===== src/rtl/fetch_buffer_unit_if.sv =====
// Fetch-stage bus: instruction-memory read handshake, decode-facing head port and redirect.
// master = fetch unit side, slave = memory/decode/PC-update side.
interface fetch_buffer_unit_if;
  logic        mem_req;
  logic [31:0] mem_addr;
  logic        mem_rvalid;
  logic [31:0] mem_rdata;
  logic        instr_valid;
  logic        instr_ready;
  logic [31:0] instr_data;
  logic [31:0] instr_pc;
  logic        redirect_valid;
  logic [31:0] redirect_pc;

  modport master (
    output mem_req, mem_addr, instr_valid, instr_data, instr_pc,
    input  mem_rvalid, mem_rdata, instr_ready, redirect_valid, redirect_pc
  );

  modport slave (
    input  mem_req, mem_addr, instr_valid, instr_data, instr_pc,
    output mem_rvalid, mem_rdata, instr_ready, redirect_valid, redirect_pc
  );
endinterface


===== src/rtl/fetch_buffer_unit.sv =====
// Fetch PC owner + single-outstanding word fetcher feeding a DEPTH-entry {pc,instr} FIFO.
// Optional FETCH_BUFFER_PERF_EN adds perf_fetched / perf_flushed counters.
module fetch_buffer_unit #(
  parameter int unsigned DEPTH    = 4,
  parameter logic [31:0] RESET_PC = 32'h0
) (
  input  logic                clk,
  input  logic                rst,
  fetch_buffer_unit_if.master bus
`ifdef FETCH_BUFFER_PERF_EN
  ,
  output logic [31:0]         perf_fetched,
  output logic [31:0]         perf_flushed
`endif
);

  localparam int          AW   = (DEPTH > 1) ? $clog2(DEPTH) : 1;
  localparam logic [AW:0] FULL = (AW+1)'(DEPTH);
  localparam logic [AW:0] ONE  = (AW+1)'(1);

  typedef enum logic [1:0] {FETCH, WAIT, DROP} state_e;

  typedef struct packed {
    logic [31:0] pc;
    logic [31:0] data;
  } entry_t;

  state_e               state_q, state_d;
  logic [31:0]          fetch_pc_q, fetch_pc_d;
  logic [AW-1:0]        rd_ptr_q, rd_ptr_d, wr_ptr_q, wr_ptr_d;
  logic [AW:0]          count_q, count_d;
  entry_t [DEPTH-1:0]   fifo_q;
  entry_t               head;

  logic redir, rvalid, req, head_vld, push, pop, drop_resp;

  assign redir     = bus.redirect_valid;
  assign rvalid    = bus.mem_rvalid;
  // A slot is reserved at request time, so a push can never find the FIFO full.
  assign req       = rst && (state_q == FETCH) && (count_q != FULL) && !redir;
  assign head_vld  = rst && (count_q != '0);
  assign head      = head_vld ? fifo_q[rd_ptr_q] : '0;
  assign push      = rst && (state_q == WAIT) && rvalid && !redir;
  assign pop       = head_vld && bus.instr_ready && !redir;
  assign drop_resp = rvalid && (((state_q == WAIT) && redir) || (state_q == DROP));

  assign bus.mem_req     = req;
  assign bus.mem_addr    = fetch_pc_q;
  assign bus.instr_valid = head_vld;
  assign bus.instr_data  = head.data;
  assign bus.instr_pc    = head.pc;

  always_comb begin
    state_d    = state_q;
    fetch_pc_d = fetch_pc_q;
    rd_ptr_d   = rd_ptr_q;
    wr_ptr_d   = wr_ptr_q;
    count_d    = count_q;
    if (redir) begin
      count_d    = '0;
      rd_ptr_d   = '0;
      wr_ptr_d   = '0;
      fetch_pc_d = bus.redirect_pc;
      // DROP with the killed response arriving now has nothing left in flight.
      unique case (state_q)
        WAIT:    state_d = rvalid ? FETCH : DROP;
        DROP:    state_d = rvalid ? FETCH : DROP;
        default: state_d = state_q;
      endcase
    end else begin
      unique case (state_q)
        FETCH: if (req) state_d = WAIT;
        WAIT: if (rvalid) begin
          state_d    = FETCH;
          fetch_pc_d = fetch_pc_q + 32'd1;
        end
        DROP: if (rvalid) state_d = FETCH;
        default: state_d = FETCH;
      endcase
      if (push) wr_ptr_d = wr_ptr_q + AW'(1);
      if (pop)  rd_ptr_d = rd_ptr_q + AW'(1);
      unique case ({push, pop})
        2'b10:   count_d = count_q + ONE;
        2'b01:   count_d = count_q - ONE;
        default: count_d = count_q;
      endcase
    end
  end

  always_ff @(posedge clk) begin
    if (!rst) begin
      state_q    <= FETCH;
      fetch_pc_q <= RESET_PC;
      rd_ptr_q   <= '0;
      wr_ptr_q   <= '0;
      count_q    <= '0;
    end else begin
      state_q    <= state_d;
      fetch_pc_q <= fetch_pc_d;
      rd_ptr_q   <= rd_ptr_d;
      wr_ptr_q   <= wr_ptr_d;
      count_q    <= count_d;
    end
  end

  // Storage needs no reset: head outputs are masked while the FIFO is empty.
  always_ff @(posedge clk) begin
    if (push) fifo_q[wr_ptr_q] <= '{pc: fetch_pc_q, data: bus.mem_rdata};
  end

`ifdef FETCH_BUFFER_PERF_EN
  logic [31:0] fetched_q, flushed_q;

  always_ff @(posedge clk) begin
    if (!rst) begin
      fetched_q <= '0;
      flushed_q <= '0;
    end else begin
      fetched_q <= fetched_q + 32'(push);
      flushed_q <= flushed_q + (redir ? 32'(count_q) : 32'd0) + 32'(drop_resp);
    end
  end

  assign perf_fetched = fetched_q;
  assign perf_flushed = flushed_q;
`endif

endmodule


===== src/flat_wrapper.sv =====
// flat-port wrapper written by rule: the top's interface ports become plain ports
module fetch_buffer_unit_flat 
#(
  parameter int unsigned DEPTH    = 4,
  parameter logic [31:0] RESET_PC = 32'h0
)
  (clk, rst, bus_mem_req, bus_mem_addr, bus_instr_valid, bus_instr_data, bus_instr_pc, bus_mem_rvalid, bus_mem_rdata, bus_instr_ready, bus_redirect_valid, bus_redirect_pc);
  fetch_buffer_unit_if bus_i ();
  input  logic clk;
  input  logic rst;
  output wire logic [$bits(bus_i.mem_req)-1:0] bus_mem_req;
  output wire logic [$bits(bus_i.mem_addr)-1:0] bus_mem_addr;
  output wire logic [$bits(bus_i.instr_valid)-1:0] bus_instr_valid;
  output wire logic [$bits(bus_i.instr_data)-1:0] bus_instr_data;
  output wire logic [$bits(bus_i.instr_pc)-1:0] bus_instr_pc;
  input wire logic [$bits(bus_i.mem_rvalid)-1:0] bus_mem_rvalid;
  input wire logic [$bits(bus_i.mem_rdata)-1:0] bus_mem_rdata;
  input wire logic [$bits(bus_i.instr_ready)-1:0] bus_instr_ready;
  input wire logic [$bits(bus_i.redirect_valid)-1:0] bus_redirect_valid;
  input wire logic [$bits(bus_i.redirect_pc)-1:0] bus_redirect_pc;
  assign bus_mem_req = bus_i.mem_req;
  assign bus_mem_addr = bus_i.mem_addr;
  assign bus_instr_valid = bus_i.instr_valid;
  assign bus_instr_data = bus_i.instr_data;
  assign bus_instr_pc = bus_i.instr_pc;
  assign bus_i.mem_rvalid = bus_mem_rvalid;
  assign bus_i.mem_rdata = bus_mem_rdata;
  assign bus_i.instr_ready = bus_instr_ready;
  assign bus_i.redirect_valid = bus_redirect_valid;
  assign bus_i.redirect_pc = bus_redirect_pc;
  fetch_buffer_unit #(.DEPTH(DEPTH), .RESET_PC(RESET_PC)) u_core (.clk(clk), .rst(rst), .bus(bus_i));
endmodule

===== config.mk =====
export PLATFORM = sky130hd
export DESIGN_NAME = fetch_buffer_unit_flat
export DESIGN_NICKNAME = d
export VERILOG_FILES = /design/src/rtl/fetch_buffer_unit_if.sv /design/src/rtl/fetch_buffer_unit.sv /design/src/flat_wrapper.sv
export SDC_FILE = /design/constraint.sdc
export NUM_CORES = 1
export LEC_CHECK = 0
export ABC_AREA = 1
export BUFFER_PORTS_ARGS = -buffer_cell sky130_fd_sc_hd__buf_4
export CAP_MARGIN = 20
export CORE_ASPECT_RATIO = 0.5
export CORE_MARGIN = 1.5
export CORE_UTILIZATION = 58
export DETAILED_ROUTE_END_ITERATION = 16
export PLACE_DENSITY = 0.88
export SLEW_MARGIN = 5
export SYNTH_ARGS = -nofsm -noshare
export SYNTH_HDL_FRONTEND = slang
export SYNTH_SLANG_ARGS = --single-unit
export TNS_END_PERCENT = 10

===== constraint.sdc =====
create_clock -name clk -period 5.2 [get_ports clk]
set_input_delay 0.52 -clock clk [delete_from_list [all_inputs] [get_ports clk]]
set_output_delay 0.52 -clock clk [all_outputs]
set_load 0.01 [all_outputs]

# --- Yosys cells after proc, flatten, opt, wreduce, memory -nomap -nowiden ---
# Index checks and enable logic that the tools add are counted.
totals:
  register_bits: 297
classes:
  n_addsub: 5
  n_lt_le_gt_ge: 3
  n_eq_ne: 8
  n_mux: 16
  bitwise: 1
  reduce_logical: 20
op_table:
  columns: ["op", "n"]
  rows:
  - ["256-bit bitwise mux", 1]
  - ["64-bit 2-to-1 mux", 3]
  - ["64-bit binary-select mux with 2-bit select", 1]
  - ["64-bit demux with 2-bit select", 1]
  - ["32-bit 2-to-1 mux", 3]
  - ["32-bit by 1-bit adder with 32-bit output (second input constant)", 1]
  - ["1-bit logical AND", 10]
  - ["2-bit 2-to-1 mux", 5]
  - ["2-bit by 3-bit less-than comparator with 1-bit output (second input constant)", 2]
  - ["3-bit inequality test (second input constant)", 2]
  - ["3-bit case mux with 2 select lines", 1]
  - ["2-bit nonzero test", 3]
  - ["2-bit by 1-bit adder with 2-bit output (second input constant)", 2]
  - ["2-bit by 1-bit == test with 1-bit output (second input constant)", 2]
  - ["2-bit == test (second input constant)", 2]
  - ["2-bit case mux with 2 select lines", 1]
  - ["2-bit OR reduction", 2]
  - ["3-bit by 1-bit adder with 3-bit output (second input constant)", 1]
  - ["3-bit by 1-bit inequality test with 1-bit output (second input constant)", 1]
  - ["3-bit AND reduction", 1]
  - ["3-bit nonzero test", 1]
  - ["3-bit by 1-bit subtractor with 3-bit output (second input constant)", 1]
  - ["2-bit by 1-bit >= comparator with 1-bit output (second input constant)", 1]
  - ["2-bit zero test", 1]
  - ["4 further kinds", 4]

# --- Depth between registers and ports, before layout ---
# Gate-level depths: netlist of run 1.
logic_depth:
  depth_word: 7
  depth_mapped: 12

# --- Worst setup path after synthesis of run 1 ---
# No wires, ideal clock.
synth_path:
  path_type: "input -> register"
  start: "input port bus_mem_rvalid"
  end: "register u_core.fifo_q[0] (netlist bit) (enable)"
  t_arrival_ps: 3562
  required_ps: 4714
  slack_ps: 1152
  cell_stages: 4
  path_buffers: 0
  path_cell_list: "nand2_1 inv_1 nand2_2 nor2_1"
synth_via:
  elab_chain_cells: 2
synth_rtl:
  columns: ["item", "line", "rtl"]
  rows:
  - ["start, declared", "flat_wrapper.sv:16", "input wire logic [$bits(bus_i.mem_rvalid)-1:0] bus_mem_rvalid;"]
  - ["1-bit logical AND (2 in series)", "fetch_buffer_unit.sv:43", "assign push = rst && (state_q == WAIT) && rvalid && !redir;"]
  - ["end signal, assigned by index", "fetch_buffer_unit.sv:108", "if (push) fifo_q[wr_ptr_q] <= '{pc: fetch_pc_q, data: bus.mem_rdata};"]
  - ["end, declared", "fetch_buffer_unit.sv:32", "entry_t [DEPTH-1:0] fifo_q;"]
# No other way between the ends.
# A chain may end at the register's enable or synchronous reset.

# --- Worst setup path after layout of run 1 ---
layout_path:
  start: "register u_core.rd_ptr_q[0]"
  end: "output port bus_instr_data[28]"
layout_via:
  elab_chain_cells: 3
layout_rtl:
  columns: ["item", "line", "rtl"]
  rows:
  - ["start, declared", "fetch_buffer_unit.sv:30", "logic [AW-1:0] rd_ptr_q, rd_ptr_d, wr_ptr_q, wr_ptr_d;"]
  - ["start signal, assigned", "fetch_buffer_unit.sv:100", "rd_ptr_q <= rd_ptr_d;"]
  - ["64-bit binary-select mux with 2-bit select", "fetch_buffer_unit.sv:42", "assign head = head_vld ? fifo_q[rd_ptr_q] : '0;"]
  - ["64-bit 2-to-1 mux (not written as such)", "fetch_buffer_unit.sv:42", null]
  - ["64-bit 2-to-1 mux", "fetch_buffer_unit.sv:42", null]
  - ["end, declared", "flat_wrapper.sv:14", "output wire logic [$bits(bus_i.instr_data)-1:0] bus_instr_data;"]
# No other way between the ends. The select of a mux whose other input is x is not followed.

==> reports/qor.yml, run 1 <==
status: "completed"
slew_headroom: 0.280
drv_slew: 0
worst-endpoint-required_ps: 4680
final_wirelength_um: 31600
timing.critical_path.max_delay_family: "buffers and inverters"
cts_hold_repair.buffers: 0
cellPowerDensity_nw_per_um2: 325
netlist_area_um2: 12700
layout-drive-gt1-share: 0.179
hold_path_class: "input pin to flop"
crit_path_end_kind: "output port"
wire_per_inst_um: 18.8
synthArstFlopShare: 0
syn-instance-count: 1228
coreArea_um2: 21000
max_clock_freq_mhz: 266
timing.critical_path.buf_inv: 3
synth_area_leader_cell: "sky130_fd_sc_hd__edfxtp_1"
synth_enable_flop_cells: 256
worst_path_max_delay_cell: "sky130_fd_sc_hd__dfxtp_4"
timing.critical_path.slowest_cell_delay_ps: 840
die_extent_in_x_um: 212
htree_levels: 1
setup_viol_count_final: 0
finalHoldViolations: 0
gp_routability_congestion: 0.937
drtIter0Drc: 1218
cell_variety_after_synth: 36
rows: 37
layout.nets: 1452
clock_sink_count: 297
starting_utilization_of_the_core_area: 0.604
synth.net_count: 1306
max-clock-path-buffers: 3
syn_avg_cell_area_um2: 10.3
cts_made_buffers: 26
cells_along_the_critical_path: "clkinv_2 -> buf_4 -> o21ai_0 -> a21oi_1 -> buf_4"
layout.core_utilization: 0.720
design.die.area_um2: 22800
worst_supply_voltage_drop_on_vdd_mv: 0.245
grt.total_usage: 0.274
postSynth.topFlopCell: "sky130_fd_sc_hd__edfxtp_1"
total_of_max_cap_violations: 0
clk_pin_slew_worst_paths_ps: 70
die-height_um: 107
ff_latch_area_um2: 8510
final_worst_path_cycle_share: 0.722
post_synthesis_sequential_area_ratio: 0.672
clock_latency_late_sink_ps: 540
io_buffer_count: 166
syn2layout_area_growth_pct: 19.2
setup_total_negative_slack_ps: 0
timing.setup.critical_path_class: "flop to output port"
dp_hpwl_um: 19200
clock_tree_root: "sky130_fd_sc_hd__clkbuf_16"
critical_path.max_fanout: 94
finalClockSkew_ps: 22.3
detailedRoute.firstPassIterationCount: 6
multi_input_comb_area_um2: 3650
number_of_antenna_violations_at_the_first_check_in_global_routing: 0
first_global_vias: 9290
dr_total_vias: 9639
io-pin-count: 167
detail_route.drc_violations: 0
post_cts_resized: 0
timing_worst_slew_pin_value_ps: 1080
ys_top_cells_by_area: "sky130_fd_sc_hd__edfxtp_1 61%, sky130_fd_sc_hd__nor2_1 8.8%, sky130_fd_sc_hd__dfxtp_1 6.5%"
antenna_left: 0
critical_path_arrival_ps: 3240
antenna-diode-count: 0
synth-warning-count: 0
yosysTopAreaCellShare: 0.607
synth-seq-cells: 297
period_minus_slack_ps: 3760
grt_setup_unrepaired: "false"
cts.repair_timing.setup_buffer_count: 0
pin_count_of_the_biggest_net_entering_global_routing: 95
overflow_after_grt: 0
vias_per_cell: 5.72
fill_cells: 1390
grt_pass1_wl_um: 47800
cts_tree: "built"
p_leak_uw: 0.00563
cp-start-kind: "flop"
crit_path_frequent_cell: "sky130_fd_sc_hd__buf_4"
[final timing paths]
path	start	to	slack, ps	cells past startpoint
max	u_core.rd_ptr_q[0]	bus_instr_data[28]	1440	5
min	bus_mem_rdata[24]	u_core.fifo_q[152]	190	1
max reg2reg	u_core.state_q[1]	u_core.count_q[2]	2580	12
min reg2reg	u_core.state_q[1]	u_core.state_q[1]	500	2
[cells in the final DEF (no fill, tap or decap), types with 2 or more instances in the layout]
master | netlist | routed
sky130_fd_sc_hd__a21oi_1 | 87 | 87
sky130_fd_sc_hd__a31oi_1 | 6 | 6
sky130_fd_sc_hd__buf_4 | 1 | 177
sky130_fd_sc_hd__bufinv_16 | 0 | 4
sky130_fd_sc_hd__clkbuf_1 | 30 | 5
sky130_fd_sc_hd__clkbuf_16 | 0 | 27
sky130_fd_sc_hd__clkbuf_8 | 0 | 3
sky130_fd_sc_hd__clkinv_1 | 0 | 3
sky130_fd_sc_hd__clkinv_2 | 0 | 4
sky130_fd_sc_hd__clkinvlp_4 | 0 | 2
sky130_fd_sc_hd__dfxtp_1 | 41 | 39
sky130_fd_sc_hd__edfxtp_1 | 256 | 256
sky130_fd_sc_hd__ha_1 | 8 | 8
sky130_fd_sc_hd__inv_1 | 68 | 67
sky130_fd_sc_hd__inv_2 | 5 | 5
sky130_fd_sc_hd__nand2_1 | 149 | 148
sky130_fd_sc_hd__nand2_2 | 4 | 5
sky130_fd_sc_hd__nand3_1 | 37 | 37
sky130_fd_sc_hd__nand3_2 | 2 | 2
sky130_fd_sc_hd__nand4_1 | 4 | 4
sky130_fd_sc_hd__nor2_1 | 298 | 294
sky130_fd_sc_hd__nor2_2 | 3 | 3
sky130_fd_sc_hd__nor2_4 | 6 | 10
sky130_fd_sc_hd__nor3_1 | 8 | 8
sky130_fd_sc_hd__o21ai_0 | 162 | 162
sky130_fd_sc_hd__o21ai_1 | 7 | 7
sky130_fd_sc_hd__xor2_1 | 3 | 3
[registers in the layout (all words and copies together), names as in the netlist]
name	flops
u_core.bus.mem_addr	32
u_core.count_q	3
u_core.fifo_q	256
u_core.rd_ptr_q	2
u_core.state_q	2
u_core.wr_ptr_q	2
[cell families (layout without fill, tap and decap cells)]
logic type | count (synthesis) | in the layout | share of synthesized area
and+or+nand+nor | 516 | 516 | 0.166
DFF | 297 | 297 | 0.672
AOI/OAI and AO/OA | 268 | 268 | 0.108
buffers and inverters | 134 | 300 | 0.0423
adders and majority gates | 9 | 9 | 0.00949
xor gates and xnor gates | 4 | 4 | 0.00277
[power breakdown]
| group | leakage [uW] | internal [uW] | switching [uW] |
|---|---|---|---|
| clock | 0.000440 | 1200 | 849 |
| combinational | 0.00252 | 84.3 | 109 |
| sequential | 0.00267 | 2610 | 52.5 |
| total | 0.00563 | 3890 | 1010 |
[final cells by class]
type                    count  share of cell area
repair buffers            179              0.0912
multi-input cells         797               0.242
inverters                  73              0.0182
clock inverters            13              0.0114
flip-flops and latches    297               0.564
clock buffers              35              0.0488
well taps                 292              0.0242
[Yosys cell counts, types with 7 or more instances]
cell                       count
sky130_fd_sc_hd__a21oi_1      87
sky130_fd_sc_hd__buf_1         7
sky130_fd_sc_hd__buf_2        23
sky130_fd_sc_hd__clkbuf_1     30
sky130_fd_sc_hd__dfxtp_1      41
sky130_fd_sc_hd__edfxtp_1    256
sky130_fd_sc_hd__ha_1          8
sky130_fd_sc_hd__inv_1        68
sky130_fd_sc_hd__nand2_1     149
sky130_fd_sc_hd__nand3_1      37
sky130_fd_sc_hd__nor2_1      298
sky130_fd_sc_hd__nor3_1        8
sky130_fd_sc_hd__o21ai_0     162
sky130_fd_sc_hd__o21ai_1       7
[metrics by stage]
step	instances	setup slack, ps	hold slack (ps)	area [um^2]	power, uW
after global routing	1686	1240	166	15100	5030
after detailed placement	1637	2070	488	14200	2910
after CTS	1685	1490	173	15100	4910
after floorplan	1228	1150	440	12700	2780
after global placement	1636	2120	448	14100	2890
final	1686	1440	191	15100	4900
[layer usage]
layer / wire length, um / GRT usage
met2: 15200 / 0.458
met5: 0 / 0
met3: 2540 / 0.0470
met1: 13000 / 0.362
met4: 935 / 0.108
(Power assumes the default switching activity.)
==> inputs of run 2 (changes only) <==
- clock period: 5.2 -> 3.8 ns (I/O delays scaled with it)
==> run 2 against run 1 <==
Net effect:
- combinational power is 36% higher
- hold slack worse by 140 ps
- highest routed layer unchanged
- critical endpoint is now bus_instr_pc[10]
- first-iteration DRC count is 7.8% lower
- flip-flop and latch count stayed put
- setup slack worse by 930 ps
- sequential power is 37% higher
- clock power is 37% higher
==> reports/qor.yml, run 2 (same netlist as run 1, synthesis figures left out) <==
status: "completed"  # unchanged
timing.setup.critical_path_class: "flop to output port"  # unchanged
clock_latency_late_sink_ps: 540  # about the same
p_int_uw: 5320  # was 3890 uW
clk_pin_slew_worst_paths_ps: 70  # about the same
cells_along_the_critical_path: "buf_4 -> nor2_1 -> nor2_1 -> o21ai_0 -> a21oi_1 -> buf_4"  # was clkinv_2 -> buf_4 -> o21ai_0 -> a21oi_1 -> buf_4
crit_path_end_kind: "output port"  # unchanged
max_clock_freq_mhz: 304
dp.cells: 1636  # was 1,637
largest_register: "u_core.fifo_q"  # unchanged
multi_input_comb_area_um2: 3650  # unchanged
hold_path_class: "input pin to flop"  # unchanged
die-height_um: 107  # unchanged
clock_tree_root: "sky130_fd_sc_hd__clkbuf_16"  # unchanged
wire_per_inst_um: 19.0  # was 18.8 um
finalHoldViolations: 0  # unchanged
share_seq_of_total_power: 0.542  # was 0.543
cts_made_buffers: 26  # unchanged
cts.repair_timing.setup_buffer_count: 0  # unchanged
rows: 37  # unchanged
holdWs_ps: 54.2  # was 191 ps
critical_path_arrival_ps: 2910  # was 3240 ps
setup_viol_count_final: 0  # unchanged
timing.critical_path.slowest_cell_delay_ps: 790  # was 840 ps
first_global_vias: 9374  # was 9,290
stdcell_count: 1684  # was 1,686
detail_route.drc_violations: 0  # unchanged
largest_register_ff_count: 256  # unchanged
drtIter0Drc: 1123  # was 1,218
dr_total_vias: 9684  # was 9,639
dp_hpwl_um: 19500  # was 19,200 um
total_of_max_cap_violations: 0  # unchanged
switchingPower_uw: 1410  # was 1010 uW
clock_sink_count: 297  # unchanged
worst_path_max_delay_cell: "sky130_fd_sc_hd__buf_4"  # was sky130_fd_sc_hd__dfxtp_4
io-pin-count: 167  # unchanged
slew_headroom: 0.289  # was 0.280
share_clk_of_total_power: 0.418  # was 0.417
layout.nets: 1450  # was 1,452
final_worst_path_cycle_share: 0.865
starting_utilization_of_the_core_area: 0.604  # unchanged
antenna_left: 0  # unchanged
timing_worst_slew_pin_value_ps: 1060  # was 1080 ps
grt_setup_unrepaired: "false"  # unchanged
worst_supply_voltage_drop_on_vdd_mv: 0.319  # was 0.245 mV
finalClockSkew_ps: 19.0  # was 22.3 ps
layout-drive-gt1-share: 0.180  # was 0.179
min_delay_path_depth: 1  # unchanged
htree_levels: 1  # unchanged
worst-endpoint-required_ps: 3420  # was 4680 ps
drv_slew: 0  # unchanged
coreArea_um2: 21000  # unchanged
critical_path.max_fanout: 82  # was 94
final_common_cell: "sky130_fd_sc_hd__nor2_1"  # unchanged
cts_tree: "built"  # unchanged
design.die.area_um2: 22800  # unchanged
grt_pass1_wl_um: 49500  # was 47,800 um
cp-start-kind: "flop"  # unchanged
layout.core_utilization: 0.720  # about the same
p_leak_uw: 0.00562  # was 0.00563 uW
netSwitchingFraction: 0.209  # was 0.206
combPwrFrac: 0.039  # about the same
timing.critical_path.buf_inv: 2  # was 3
pin_count_of_the_biggest_net_entering_global_routing: 83  # was 95
fill_cells: 1433  # was 1,390
mostFrequentLayoutCells: "294 x sky130_fd_sc_hd__nor2_1, 256 x sky130_fd_sc_hd__edfxtp_1, 173 x sky130_fd_sc_hd__buf_4"  # was 294 x sky130_fd_sc_hd__nor2_1, 256 x sky130_fd_sc_hd__edfxtp_1, 177 x sky130_fd_sc_hd__buf_4
timing.critical_path.depth: 6  # was 5
max-clock-path-buffers: 3  # unchanged
reg2reg_depth: 7  # was 12
detailedRoute.firstPassIterationCount: 6  # unchanged
final_wirelength_um: 31900  # was 31,600 um
grt.total_usage: 0.282  # was 0.274
timing.critical_path.max_delay_family: "buffers and inverters"  # unchanged
number_of_antenna_violations_at_the_first_check_in_global_routing: 0  # unchanged
cellPowerDensity_nw_per_um2: 445  # was 325 nW/um^2
die_extent_in_x_um: 212  # unchanged
ff_latch_area_um2: 8510  # unchanged
syn2layout_area_growth_pct: 19.3  # was 19.2%
gp_routability_congestion: 0.994  # was 0.937
io_buffer_count: 166  # unchanged
period_minus_slack_ps: 3290
overflow_after_grt: 0  # unchanged
vias_per_cell: 5.75  # was 5.72
antenna-diode-count: 0  # unchanged
## run 2: changes by cell type in the layout (fill, tap and decap cells not counted)
| cell | change |
|---|---|
| sky130_fd_sc_hd__inv_4 | +1 |
| sky130_fd_sc_hd__inv_8 | -1 |
| sky130_fd_sc_hd__clkinv_1 | -2 |
| sky130_fd_sc_hd__buf_12 | +2 |
| sky130_fd_sc_hd__buf_4 | -4 |
| sky130_fd_sc_hd__clkbuf_1 | -1 |
| sky130_fd_sc_hd__clkinv_2 | +2 |
| sky130_fd_sc_hd__clkinvlp_4 | +1 |
## run 2: metal layers
metal  wire, um  track usage  vias to the layer above
li1           -            -                     4480
met1      12900        0.380                     4670
met2      15800        0.486                      471
met3       2470       0.0365                       63
met4        748       0.0796                        0
met5          0            0                        -
## run 2: layout make-up
type / count / share of cell area
Timing Repair Buffer: 177 / 0.0918
Sequential cell: 297 / 0.564
Inverter: 73 / 0.0183
Clock buffer: 34 / 0.0485
Tap cell: 292 / 0.0242
Clock inverter: 14 / 0.0117
Multi-Input combinational cell: 797 / 0.242
## run 2: path summary, 6_finish.rpt
path / start / endpoint / slack (ps)
max: u_core.rd_ptr_q[0] / bus_instr_pc[10] / 510
min: bus_mem_rdata[1] / u_core.fifo_q[65] / 50
max reg2reg: u_core.state_q[1] / u_core.fifo_q[79] / 1170
min reg2reg: u_core.state_q[1] / u_core.state_q[1] / 470
## run 2: what timing repair did
| action | 4_1_cts | 5_1_grt |
|---|---|---|
| endpoints found under the setup margin | 0 | 1 |
| hold endpoints to repair | 0 | 0 |
| hold buffers | 0 | 0 |
| gates resized for setup | 0 | 1 |
## run 2: metrics by stage
step,TNS (ps),worst slack (ps),power [uW],area [um^2]
after floorplan,-53850,-210,3810,12700
after global placement,0,910,3960,14200
after detailed placement,0,848,3980,14200
after CTS,0,265,6720,15100
after global routing,0,336,6880,15100
final,0,513,6730,15100
## run 2: worst reg2reg max path, stage by stage, from the launching register on
cell and delay, ps:
sky130_fd_sc_hd__dfxtp_1 310, sky130_fd_sc_hd__inv_1 70, sky130_fd_sc_hd__ha_1 140, sky130_fd_sc_hd__nand2_1 200, sky130_fd_sc_hd__inv_1 240, sky130_fd_sc_hd__nand2_2 230, sky130_fd_sc_hd__nor2_4 710, sky130_fd_sc_hd__buf_12 360
## run 2: power by group through the flow
stage          clock, uW  combinational (uW)  sequential, uW
2_1_floorplan          0                 111            3700
3_3_place_gp           0                 250            3710
3_5_place_dp           0                 260            3720
4_1_cts             2820                 263            3640
5_1_grt             2930                 291            3650
6_report            2810                 263            3650
